### src/rtl/cordic_ci_ctrl.sv
// Custom-instruction front end for the iterative CORDIC cosine core:
// launches the core, watches for completion or timeout, and caches the last result.
module cordic_ci_ctrl #(
    parameter int          UNROLLS    = 2,
    parameter int          ITERS      = 16,
    parameter int          TIMEOUT    = 32,
    parameter logic [31:0] ERR_RESULT = 32'h7FC00000,
    parameter bit          CACHE_EN   = 1'b1
) (
    input  logic        clock,
    input  logic        aclr_n,
    input  logic        clk_en,
    input  logic        start,
    input  logic [31:0] dataa,
    output logic [31:0] result,
    output logic        done,
    output logic        busy,
    output logic        err,
    output logic        core_aclr,
    output logic        core_clk_en,
    output logic        core_start,
    output logic [31:0] core_dataa,
    input  logic [31:0] core_result,
    input  logic        core_done
);

    localparam int N    = ITERS / UNROLLS;
    localparam int WD_W = $clog2(TIMEOUT) + 1;

    // A watchdog no longer than the nominal run would abort every request.
    if (TIMEOUT <= N + 1) begin : g_bad_timeout
        $error("cordic_ci_ctrl: TIMEOUT must exceed the core run length");
    end

    typedef enum logic [2:0] {
        S_INIT,
        S_IDLE,
        S_LAUNCH,
        S_RUN,
        S_DONE
    } state_t;

    state_t            state_q, state_d;
    logic [31:0]       result_q, result_d;
    logic [31:0]       dataa_q, dataa_d;
    logic              cvalid_q, cvalid_d;
    logic [30:0]       ckey_q, ckey_d;
    logic [31:0]       cval_q, cval_d;
    logic              err_q, err_d;
    logic [WD_W-1:0]   wd_q, wd_d;
    logic              hit;

    assign hit = CACHE_EN && cvalid_q && (dataa[30:0] == ckey_q);

    always_ff @(posedge clock or negedge aclr_n) begin
        if (!aclr_n) begin
            state_q  <= S_INIT;
            result_q <= '0;
            dataa_q  <= '0;
            cvalid_q <= 1'b0;
            ckey_q   <= '0;
            cval_q   <= '0;
            err_q    <= 1'b0;
            wd_q     <= '0;
        end else if (clk_en) begin
            state_q  <= state_d;
            result_q <= result_d;
            dataa_q  <= dataa_d;
            cvalid_q <= cvalid_d;
            ckey_q   <= ckey_d;
            cval_q   <= cval_d;
            err_q    <= err_d;
            wd_q     <= wd_d;
        end
    end

    always_comb begin
        state_d     = state_q;
        result_d    = result_q;
        dataa_d     = dataa_q;
        cvalid_d    = cvalid_q;
        ckey_d      = ckey_q;
        cval_d      = cval_q;
        err_d       = err_q;
        wd_d        = wd_q;
        core_aclr   = 1'b0;
        core_clk_en = 1'b0;
        core_start  = 1'b0;
        unique case (state_q)
            S_INIT: begin
                core_aclr = 1'b1;
                state_d   = S_IDLE;
            end
            S_IDLE: begin
                if (start) begin
                    if (hit) begin
                        result_d = cval_q;
                        state_d  = S_DONE;
                    end else begin
                        dataa_d = dataa;
                        state_d = S_LAUNCH;
                    end
                end
            end
            S_LAUNCH: begin
                core_start  = 1'b1;
                core_clk_en = 1'b1;
                wd_d        = '0;
                state_d     = S_RUN;
            end
            S_RUN: begin
                core_clk_en = !core_done;
                if (core_done) begin
                    result_d = core_result;
                    ckey_d   = dataa_q[30:0];
                    cval_d   = core_result;
                    cvalid_d = 1'b1;
                    state_d  = S_DONE;
                end else if (wd_q == WD_W'(TIMEOUT - 1)) begin
                    result_d = ERR_RESULT;
                    err_d    = 1'b1;
                    cvalid_d = 1'b0;
                    state_d  = S_DONE;
                end else if (wd_q != '1) begin
                    wd_d = wd_q + 1'b1;
                end
            end
            S_DONE: begin
                state_d = S_IDLE;
            end
            default: begin
                state_d = S_INIT;
            end
        endcase
        // A frozen processor must also freeze the core.
        if (!clk_en) begin
            core_clk_en = 1'b0;
        end
    end

    assign result     = result_q;
    assign done       = (state_q == S_DONE);
    assign busy       = (state_q != S_IDLE);
    assign err        = err_q;
    assign core_dataa = dataa_q;

endmodule

### config.mk
export PLATFORM = sky130hd
export DESIGN_NAME = cordic_ci_ctrl
export DESIGN_NICKNAME = d
export VERILOG_FILES = /design/src/rtl/cordic_ci_ctrl.sv
export SDC_FILE = /design/constraint.sdc
export NUM_CORES = 1
export LEC_CHECK = 0
export CAP_MARGIN = 25
export CORE_UTILIZATION = 37
export CTS_CLUSTER_SIZE = 8
export DETAILED_ROUTE_END_ITERATION = 16
export PLACE_DENSITY = 0.63
export RECOVER_POWER = 50
export SETUP_SLACK_MARGIN = 0.5
export SYNTH_ARGS = -nofsm -noshare
export SYNTH_HDL_FRONTEND = slang
export SYNTH_SLANG_ARGS = --single-unit
### constraint.sdc
create_clock -name clock -period 2.6 [get_ports clock]
set_clock_uncertainty 0.05 [all_clocks]
set_input_delay 0.39 -clock clock [delete_from_list [all_inputs] [get_ports clock]]
set_output_delay 0.39 -clock clock [all_outputs]
set_load 0.02 [all_outputs]
==> qor.yml <==
status: "completed"
clkTransAtPathRegs_ns: 0.06
synth_most_common_cell: "dfrtp_1"
worstMarginPinSlew_ns: 0.672
gp_congestion: 0.742
placed_cell_area_mm2: 0.00797
peakVddDrop_mv: 0.700
drt_drc_violations_left: 0
die_w_um: 132
path_class: "in -> reg"
synth_commonest_cells: "dfrtp_1, mux2_2, nand2_1"
avgRoutedWirePerCell_um: 16.4
antenna_found_initial: 1
cts_sinks: 138
grt_max_degree: 63
fin_crit_ns: 2.35
max-slew-margin-rel: 0.552
cts_max_level: 4
async_reset_ff_frac: 1.00
cellPowerDensity_mw_per_mm2: 1220
start_util: 0.379
drt_iter0_markers: 191
dr.pass1.iters: 4
synth_edf_count: 0
finalInstanceArea_mm2: 0.00875
final_layout_size_suffix_gt1_frac: 0.272
yosysWarningCount: 0
synth-seq-cells: 138
wirelength_um: 14600
hold_viol_final: 0
syn_inst: 497
clk_latency_ns: 0.41
syn_area_per_cell_um2: 12.6
rows: 47
synth_top_cell_area_share: 0.552
layout.nets: 727
yosysSeqAreaShare: 0.552
grt_pass1_wl_um: 24300
cts_tree: "built"
synth_nets: 567
portBuffers: 138
syn_area_mm2: 0.00626
drv_cap: 0
grt_overflow: 0
grt_pass1_vias: 4614
via_per_inst: 4.96
min_path_type: "in -> reg"
io_pins: 139
fp.coreArea_mm2: 0.0165
dp_hpwl_um: 9850
setup_viol: 0
maxSlewViolCount: 0
crit_required_ns: 2.85
period_share: 0.903
yosysTopAreaCell: "dfrtp_1"
final_util: 0.529
cp-end-kind: "flop"
cts_root_buffer: "clkbuf_16"
die_area_mm2: 0.0174
startpoint_type: "input port"
areaGrowthSynthToFinish_pct: 39.8
grt.total_usage: 0.179
rsz0062_at_grt: "true"
ys.flop_type: "dfrtp_1"
clock.fmax_mhz: 426
synth_area_leaders: "dfrtp_1, mux2_2, mux2_4"
cts_buffer_depth: 2
synth_cell_type_count: 38
final_antenna_net_count: 0
path_max_fanout: 6
cp.arrival_ns: 2.60
num_vias: 4417
die_h_um: 132
cts_buffers: 17
p_leak_nw: 3.92
placed cells by master (no fill, tap or decap), types with 7 or more instances in the layout:
master,instances
nor2_1,15
clkbuf_16,17
o21ai_0,14
nand4_1,10
nand2_1,67
dfrtp_1,138
dlygate4sd3_1,22
buf_4,16
xnor2_1,29
mux2_4,31
mux2_2,79
inv_1,11
dlygate4sd2_1,7
nand3_1,28
a31oi_1,9
clkdlybuf4s50_1,104
mux2_1,8
metal layers:
metal  up-vias  wire length (um)  GRT usage  share of wire
met5         -                 0          0              0
met4         0               187     0.0633          0.013
met3        18              1150     0.0646          0.079
met2       136              6820      0.278           0.47
met1      2220              6470      0.230           0.44
li1       2043                 -          -              -
through the flow:
| step | TNS, ns | worst slack [ns] | std cells | power [mW] | hold WS, ns |
|---|---|---|---|---|---|
| finish | 0 | 0.253 | 891 | 10.7 | 0.223 |
| global route | 0 | 0.183 | 891 | 11.3 | 0.237 |
| CTS | 0 | 0.379 | 886 | 10.9 | 0.338 |
| detailed placement | -3.40 | -0.138 | 846 | 8.19 | 0.375 |
| global placement | -10.21 | -0.243 | 845 | 8.05 | 0.369 |
| floorplan | 0 | 0.637 | 497 | 6.43 | 0.0444 |
worst max-delay path, stage by stage:
cell	delay, ns
clkdlybuf4s50_1	0.50
xnor2_1	0.14
nand4_1	0.11
nor4_1	0.36
buf_4	0.19
buf_6	0.09
a21oi_4	0.06
nor2_8	0.19
buf_12	0.13
buf_8	0.12
mux2_4	0.30
logic make-up (layout without fill, tap and decap cells):
| logic type | Yosys count | in the layout | share of synthesized area |
|---|---|---|---|
| flops | 138 | 138 | 0.552 |
| other cells | 0 | 1 | 0 |
| mux | 118 | 118 | 0.230 |
| simple gates | 133 | 133 | 0.0994 |
| compound gates | 35 | 35 | 0.0348 |
| xor+xnor | 34 | 34 | 0.0476 |
| buf+inv | 38 | 211 | 0.0342 |
| fa+ha+maj | 1 | 1 | 0.00200 |
where the power goes:
| part | switching [mW] | leakage, nW | total (mW) | internal (mW) |
|---|---|---|---|---|
| clock | 0.879 | 0.313 | 2.54 | 1.66 |
| combinational | 2.00 | 1.91 | 4.37 | 2.37 |
| sequential | 0.635 | 1.69 | 3.79 | 3.16 |
| total | 3.51 | 3.92 | 10.7 | 7.18 |
repair_timing:
item	CTS	global route
pin swaps	3	5
gates cloned	1	0
hold endpoints to repair	60	0
hold buffers	1	0
buffers inserted	6	4
gates resized for setup	26	10
endpoints found under the setup margin	56	36
sequential cells by signal (all words and copies together), names as in the netlist:
| signal | flops |
|---|---|
| cval_q | 32 |
| state_q | 3 |
| wd_q | 6 |
| cvalid_q | 1 |
| ckey_q | 31 |
| result | 32 |
| core_dataa | 32 |
| err | 1 |
cell type report:
class                   instances  area [um2]
fillers                      1383        7780
flip-flops and latches        138        3450
multi-input cells             321        2640
repair buffers                168        1720
clock buffers                  25         515
well taps                     220         275
clock inverters                 7         110
inverters                      11        41.3
diodes                          1        2.50
worst paths after layout:
kind / cells past startpoint / slack (ns) / endpoint / startpoint
setup / recovery: 11 / 0.25 / result[27] / dataa[5]
hold / removal: 2 / 0.22 / core_dataa[4] / dataa[4]
setup reg to reg: 10 / 0.27 / result[27] / ckey_q[10]
hold reg to reg: 2 / 0.43 / cvalid_q / cvalid_q
max in group asynchronous: 3 / 0.93 / cval_q[17] / aclr_n
min in group asynchronous: 2 / 0.49 / cval_q[6] / aclr_n
Note: power is estimated with default switching activity, not from simulation.
